**src/rtl/ring_queue.sv**
```systemverilog
// Circular FIFO with registered read data, occupancy count and sticky error flags.
// Optional head-of-queue peek outputs are enabled by defining RING_QUEUE_PEEK_EN.
module ring_queue #(
  parameter int data_width  = 2,
  parameter int depth       = 256,
  parameter int afull_level = depth - 4
) (
  input  logic                    clk,
  input  logic                    rst,
  input  logic                    flush,
  input  logic                    enqueue,
  input  logic                    dequeue,
  input  logic [data_width-1:0]   data_in,
  output logic [data_width-1:0]   data_out,
  output logic                    valid_out,
  output logic                    empty,
  output logic                    full,
  output logic                    almost_full,
  output logic [$clog2(depth):0]  count,
  output logic                    overflow,
  output logic                    underflow
`ifdef RING_QUEUE_PEEK_EN
  ,
  output logic [data_width-1:0]   peek_data,
  output logic                    peek_valid
`endif
);

  localparam int AW = $clog2(depth);
  localparam int CW = AW + 1;

  localparam logic [AW-1:0] ptr_zero_c = AW'(0);
  localparam logic [AW-1:0] ptr_one_c  = AW'(1);
  localparam logic [CW-1:0] cnt_zero_c = CW'(0);
  localparam logic [CW-1:0] cnt_one_c  = CW'(1);
  localparam logic [CW-1:0] depth_c    = CW'(depth);
  localparam logic [CW-1:0] afull_c    = CW'(afull_level);

  logic [data_width-1:0] mem_q [depth];

  logic [AW-1:0]         head_q, head_d;
  logic [AW-1:0]         tail_q, tail_d;
  logic [CW-1:0]         count_q, count_d;
  logic [data_width-1:0] data_out_q, data_out_d;
  logic                  valid_q, valid_d;
  logic                  ovf_q, ovf_d;
  logic                  unf_q, unf_d;

  logic                  empty_s;
  logic                  full_s;
  logic                  wr_acc_s;
  logic                  rd_acc_s;

  assign empty_s  = (count_q == cnt_zero_c);
  assign full_s   = (count_q == depth_c);
  // A full queue still takes a write when a read frees the slot in the same cycle.
  assign rd_acc_s = !flush && dequeue && !empty_s;
  assign wr_acc_s = !flush && enqueue && (!full_s || dequeue);

  // Next-state computation for pointers, occupancy, read data and error flags.
  always_comb begin
    head_d     = head_q;
    tail_d     = tail_q;
    count_d    = count_q;
    data_out_d = data_out_q;
    valid_d    = 1'b0;
    ovf_d      = ovf_q;
    unf_d      = unf_q;
    if (flush) begin
      head_d  = ptr_zero_c;
      tail_d  = ptr_zero_c;
      count_d = cnt_zero_c;
      valid_d = 1'b0;
      ovf_d   = 1'b0;
      unf_d   = 1'b0;
    end else begin
      if (rd_acc_s) begin
        data_out_d = mem_q[head_q];
        valid_d    = 1'b1;
        head_d     = head_q + ptr_one_c;
      end else begin
        data_out_d = data_out_q;
        valid_d    = 1'b0;
      end
      if (wr_acc_s) begin
        tail_d = tail_q + ptr_one_c;
      end else begin
        tail_d = tail_q;
      end
      case ({wr_acc_s, rd_acc_s})
        2'b10:   count_d = count_q + cnt_one_c;
        2'b01:   count_d = count_q - cnt_one_c;
        default: count_d = count_q;
      endcase
      ovf_d = ovf_q || (enqueue && !wr_acc_s);
      unf_d = unf_q || (dequeue && empty_s);
    end
  end

  // State register with asynchronous reset.
  always_ff @(posedge clk or posedge rst) begin
    if (rst) begin
      head_q     <= ptr_zero_c;
      tail_q     <= ptr_zero_c;
      count_q    <= cnt_zero_c;
      data_out_q <= {data_width{1'b0}};
      valid_q    <= 1'b0;
      ovf_q      <= 1'b0;
      unf_q      <= 1'b0;
    end else begin
      head_q     <= head_d;
      tail_q     <= tail_d;
      count_q    <= count_d;
      data_out_q <= data_out_d;
      valid_q    <= valid_d;
      ovf_q      <= ovf_d;
      unf_q      <= unf_d;
    end
  end

  // Storage array; contents are meaningless once the pointers are reset.
  always_ff @(posedge clk) begin
    if (wr_acc_s) begin
      mem_q[tail_q] <= data_in;
    end
  end

  assign data_out    = data_out_q;
  assign valid_out   = valid_q;
  assign empty       = empty_s;
  assign full        = full_s;
  assign almost_full = (count_q >= afull_c);
  assign count       = count_q;
  assign overflow    = ovf_q;
  assign underflow   = unf_q;

`ifdef RING_QUEUE_PEEK_EN
  assign peek_data  = mem_q[head_q];
  assign peek_valid = !empty_s;
`endif

endmodule

```
**config.mk**
```make
export PLATFORM = sky130hd
export DESIGN_NAME = ring_queue
export DESIGN_NICKNAME = d
export VERILOG_FILES = /design/src/rtl/ring_queue.sv
export SDC_FILE = /design/constraint.sdc
export NUM_CORES = 1
export LEC_CHECK = 0
export BUFFER_PORTS_ARGS = -buffer_cell sky130_fd_sc_hd__buf_4
export CAP_MARGIN = 20
export CORE_MARGIN = 8
export CORE_UTILIZATION = 32
export CTS_BUF_LIST = sky130_fd_sc_hd__clkbuf_4
export CTS_CLUSTER_SIZE = 10
export DETAILED_ROUTE_END_ITERATION = 10
export PLACE_DENSITY = 0.58
export SLEW_MARGIN = 15
export SYNTH_ARGS = -nofsm -noshare
export SYNTH_HDL_FRONTEND = slang
export SYNTH_SLANG_ARGS = --single-unit
```
**constraint.sdc**
```tcl
create_clock -name clk -period 6.4 [get_ports clk]
set_input_delay 0.96 -clock clk [delete_from_list [all_inputs] [get_ports clk]]
set_output_delay 0.96 -clock clk [all_outputs]
set_load 0.005 [all_outputs]
```
---- Yosys cells after proc, flatten, opt, wreduce, memory -nomap -nowiden ----
Memory sizes are Yosys's and may differ from the RTL's. A register that Yosys moved wholly into a read port is not among the register bits.
Index checks and enable logic that the tools add are counted.
storage, ports and cells
  bits in registers ....................... 28
  bits in writable memories ............... 512
  bits of input ports ..................... 7
  output and inout port bits .............. 17
  word-level logic and storage cells ...... 46
  memories kept ........................... 1
cells by class
  add/sub/neg operators ................... 4
  order comparisons ....................... 1
  eq/ne operators ......................... 3
  muxes and demuxes ....................... 12
  bitwise gates (word level) .............. 1
  reductions and logical operators ........ 18
memories
  memory  words  bits a word  rd ports  clocked after memory_dff  wr ports  RTL line  text
  mem_q   256    2            1         1                         1         39        logic [data_width-1:0] mem_q [depth];
operators with widths
  operator                                                           number
  2-to-1 mux 8 bit                                                   4
  one-hot mux 9 bit (2 select lines)                                 1
  adder 8 x 1 -> 8 bit, second input constant                        2
  adder 9 x 1 -> 9 bit, second input constant                        1
  equality test 9 bit, second input constant                         1
  greater-or-equal comparator 9 x 8 -> 1 bit, second input constant  1
  zero test 9 bit                                                    1
  2-to-1 mux 9 bit                                                   1
  subtractor 9 x 1 -> 9 bit, second input constant                   1
  logical AND 1 bit                                                  6
  2-to-1 mux 1 bit                                                   6
  zero test 1 bit                                                    4
  nonzero test 2 bit                                                 2
  logical OR 1 bit                                                   3
  nonzero test 3 bit                                                 1
  equality test 2 x 1 -> 1 bit, second input constant                1
  equality test 2 bit, second input constant                         1
  AND reduction 2 bit                                                1
  inverter 1 bit                                                     1

---- Logic depth before layout (Yosys ltp) ----
  word-level depth ........................ 8
  depth in mapped cells ................... 11
  mapped depth without buffers ............ 9

---- Worst setup path before layout ----
No wires, ideal clock.
  kind .................................... input port to flip-flop
  from .................................... input port flush
  to ...................................... register count_q[8], in the netlist count[8]
  setup time .............................. 0.120 ns
  data arrival time ....................... 3.009 ns
  data required time ...................... 6.280 ns
  setup slack ............................. 3.270 ns
  stages .................................. 9
  buffers on the path ..................... 0
  cell sequence ........................... or3b_2 a31oi_2 xnor2_1 ha_1 o22ai_1 o21ai_0 xor2_1 a211oi_1 a31o_2
on the way
  longest elaborated chain between the ends .. 6
  elaborated cells on any way between the ends .. 10
  classes of those cells .................. eq/ne (2); mux (2); reduce/logical (6)
ends and longest elaborated chain
  what                                                                        RTL line  text
  start: declaration                                                          10        input logic flush,
  zero test 1 bit                                                             57, 58
  logical AND 1 bit, on equally long branches (2 in a row)                    57, 58
  equality test 2 x 1 -> 1 bit / equality test 2 bit (equally long branches)  90        case ({wr_acc_s, rd_acc_s})
  one-hot mux 9 bit (2 select lines)                                          90
  2-to-1 mux 9 bit                                                            69        if (flush) begin
  end signal: assignment                                                      105       count_q <= cnt_zero_c;
  end signal: assignment                                                      113       count_q <= count_d;
  end: declaration                                                            43        logic [CW-1:0] count_q, count_d;
Parallel ways exist; a longest one is shown, timed or not.
A chain may end at the register's enable or synchronous reset.

==> flow_metrics.py <==
metrics = {
    "timing": {
        "timing.setup.tns_ns": 0,
        "skew_ns": 0.0601,
        "timing.final.hold_violations": 0,
        "slew_headroom": 0.216,
        "worst_hold_slack_ns": 0.116,
        "worst_case_setup_margin_in_the_final_layout_ns": 2.62,
        "timing.final.setup_violations": 0,
        "fmaxAchievable_mhz": 265,
        "worst-slew-pin-transition_ns": 1.17,
        "timing_max_transition_violations_final": 0,
        "min_period_ns": 3.78,
        "fin_crit_share": 0.590,
        "unrepaired_setup_endpoints_after_global_routing": "false",
    },
    "cts": {
        "post_cts_buffers": 0,
        "clk_buf_depth": 3,
        "cts_resized": 0,
        "clockRootBuffer": "sky130_fd_sc_hd__clkbuf_4",
        "cts_buf_count": 141,
        "clk_pin_slew_worst_paths_ns": 0.07,
        "ctsHtreeMaxLevel": 4,
        "hold_fix_buffers_cts": 0,
        "cts_sinks": 542,
        "clock_tree_from_tritoncts": "yes",
        "clock_latency_at_the_later_pin_of_the_worst_skew_pair_ns": 0.96,
    },
    "route": {
        "detail_route.drc_violations": 0,
        "drt_first_pass_iters": 5,
        "routedWlPerCell_um": 21.1,
        "route.antenna.remaining_nets": 0,
        "wirelength_mm": 53.8,
        "drtIter0Drc": 1070,
        "vias": 12600,
        "avgViaCountPerCell": 4.97,
    },
    "global_routing": {
        "grt_max_degree": 124,
        "globalRoute.totalOverflow": 0,
        "global_route.peak_usage_layer": "met2",
        "grt_pass1_wl_mm": 82.1,
        "grt.met1_usage": 0.174,
        "number_of_antenna_violations_at_the_first_check_in_global_routing": 2,
        "globalRouteMet2Util": 0.226,
        "grt_pass1_vias": 13500,
        "global_route.usage.met3": 0.0329,
        "track_usage": 0.137,
    },
    "synth": {
        "synthMostInstantiatedCell": "sky130_fd_sc_hd__edfxtp_1",
        "post_synth_design_cell_area_mm2": 0.0226,
        "post_synth_edffs": 512,
        "ys_warn_count": 0,
        "synth_top_cells_by_count": "512 x sky130_fd_sc_hd__edfxtp_1, 300 x sky130_fd_sc_hd__nor2_1, 97 x sky130_fd_sc_hd__mux2i_1, 91 x sky130_fd_sc_hd__mux4_2, 48 x sky130_fd_sc_hd__nand2_1",
        "ys_ff_latch": 542,
        "synth_ff_type": "sky130_fd_sc_hd__edfxtp_1",
        "post_synth.cell_area_avg_um2": 16.2,
        "netlist_top_cells_area": "sky130_fd_sc_hd__edfxtp_1 68%, sky130_fd_sc_hd__mux4_2 9.1%, sky130_fd_sc_hd__nor2_1 5.0%",
        "synth_top_cell_area_share": 0.681,
        "seq_area_frac_synth": 0.714,
        "async_reset_ff_frac": 0.0554,
        "synth_fp_nets": 1409,
        "post_synth_num_cell_types": 58,
        "post_synth_inst_count": 1394,
        "synthDominantAreaCellType": "sky130_fd_sc_hd__edfxtp_1",
    },
    "job": {
        "max_cap_violations": 0,
    },
    "floorplanning": {
        "die_area_mm2": 0.0793,
        "die_h_um": 282,
        "start_util": 0.323,
        "chipWidth_um": 282,
        "core-area_mm2": 0.0699,
        "io_pins": 24,
        "rows": 97,
    },
    "pwr": {
        "vdd_drop_max_uv": 180,
        "power_dens_cells_mw_per_mm2": 323,
        "p_leak_nw": 7.79,
        "post-layout-total-power_mw": 8.24,
    },
    "setup_path": {
        "crit_required_ns": 7.24,
        "setup.reg_to_reg.worst_slack_ns": 2.62,
        "worst_setup_path_start_kind": "register",
        "crit_path_end_kind": "register",
        "path_class": "reg2reg",
        "count_of_cells_along_the_worst_register_to_register_path": 8,
        "crit_arrival_ns": 4.62,
        "worst-path-max-fanout": 36,
    },
    "run_status": {
        "run_status": "completed",
    },
    "cells_and_area": {
        "multi_input_combinational_cell_area_mm2": 0.00597,
        "nFillCells": 6631,
        "drive_gt1_frac": 0.239,
        "num-nets-final": 1506,
        "area_delta_synth_final_pct": 13.1,
        "final-instance-count-excl-fill": 2544,
        "regArea_mm2": 0.0161,
    },
    "placement": {
        "hpwl_mm": 30.7,
        "routabilityCongestion": 0.767,
        "placed_cells": 2287,
        "pre_cts_setup_slack_ns": 2.59,
        "buffer_ports.inserted": 23,
    },
    "min_path": {
        "min_path_type": "in2async",
    },
}
state kept, by name, summed over array words and instances (netlist names):
register and flops:
mem_q 512, count 9, head_q 8, tail_q 8
data_out 2, overflow 1, underflow 1, valid_out 1
logic make-up after synthesis:
family | Yosys count | synth area share
compound gates | 117 | 0.0371
xor+xnor | 20 | 0.00776
fa+ha+maj | 8 | 0.00443
buf+inv | 103 | 0.0219
flops | 542 | 0.714
mux | 193 | 0.140
simple gates | 411 | 0.0754
through the flow:
stage	area, um^2	utilization
finish	25500	0.365
global route	25500	0.365
CTS	25500	0.365
detailed placement	23700	0.339
global placement	23700	0.339
floorplan	22600	-
worst max-delay path, cell delays in order (launching register included):
cell,delay [ns]
sky130_fd_sc_hd__dfrtp_4,0.82
sky130_fd_sc_hd__buf_12,0.35
sky130_fd_sc_hd__mux4_1,0.61
sky130_fd_sc_hd__mux2i_1,0.18
sky130_fd_sc_hd__nor2_1,0.05
sky130_fd_sc_hd__a2111oi_0,0.66
sky130_fd_sc_hd__o31ai_1,0.16
sky130_fd_sc_hd__or4b_1,0.60
sky130_fd_sc_hd__o211a_1,0.17
final timing paths:
path                                                end                   from
worst min register to register      underflow$_DFF_PP0_    underflow$_DFF_PP0_
worst min-delay path               count[1]$_DFFE_PP0P_                    rst
min in group clk                    underflow$_DFF_PP0_                dequeue
max in group asynchronous         head_q[1]$_DFFE_PP0P_                    rst
worst max-delay path            data_out[0]$_DFFE_PP0P_  head_q[0]$_DFFE_PP0P_
worst max register to register  data_out[0]$_DFFE_PP0P_  head_q[0]$_DFFE_PP0P_
where the power goes:
group | internal (mW) | switching (mW) | total (mW)
sequential | 3.91 | 0.117 | 4.03
combinational | 0.612 | 0.590 | 1.20
clock | 1.61 | 1.40 | 3.02
layer usage:
metal / up-vias / wire length (um)
li1: 5675 / -
met1: 6502 / 22900
met2: 378 / 26700
met3: 88 / 3230
met4: 0 / 996
met5: - / 0
placed cells by master (no fill, tap or decap), types with 5 or more instances in the layout:
cell / instances
sky130_fd_sc_hd__ha_1: 8
sky130_fd_sc_hd__nand2_1: 48
sky130_fd_sc_hd__or3_1: 5
sky130_fd_sc_hd__edfxtp_1: 512
sky130_fd_sc_hd__inv_2: 9
sky130_fd_sc_hd__nor2b_1: 5
sky130_fd_sc_hd__a21oi_1: 16
sky130_fd_sc_hd__xnor2_1: 7
sky130_fd_sc_hd__nor2_1: 300
sky130_fd_sc_hd__a211oi_1: 12
sky130_fd_sc_hd__diode_2: 10
sky130_fd_sc_hd__clkbuf_4: 202
sky130_fd_sc_hd__nand3_1: 18
sky130_fd_sc_hd__mux4_2: 91
sky130_fd_sc_hd__mux4_1: 5
sky130_fd_sc_hd__o22ai_1: 20
sky130_fd_sc_hd__xor2_1: 13
sky130_fd_sc_hd__nand4_1: 6
sky130_fd_sc_hd__buf_4: 46
sky130_fd_sc_hd__mux2i_1: 97
sky130_fd_sc_hd__dfrtp_1: 27
sky130_fd_sc_hd__inv_1: 6
sky130_fd_sc_hd__o221ai_1: 12
sky130_fd_sc_hd__clkinv_2: 7
sky130_fd_sc_hd__clkinv_1: 23
sky130_fd_sc_hd__o21ai_0: 21
final cells by class:
cell class / count / area share
antenna: 10 / 0.000979
clock buffer: 202 / 0.0594
clock inverter: 44 / 0.0111
inverter: 6 / 0.000882
multi-input combinational: 749 / 0.234
sequential: 542 / 0.632
tap: 940 / 0.0460
timing repair buffer: 51 / 0.0166
No activity file was read; power rests on OpenSTA's default activity.
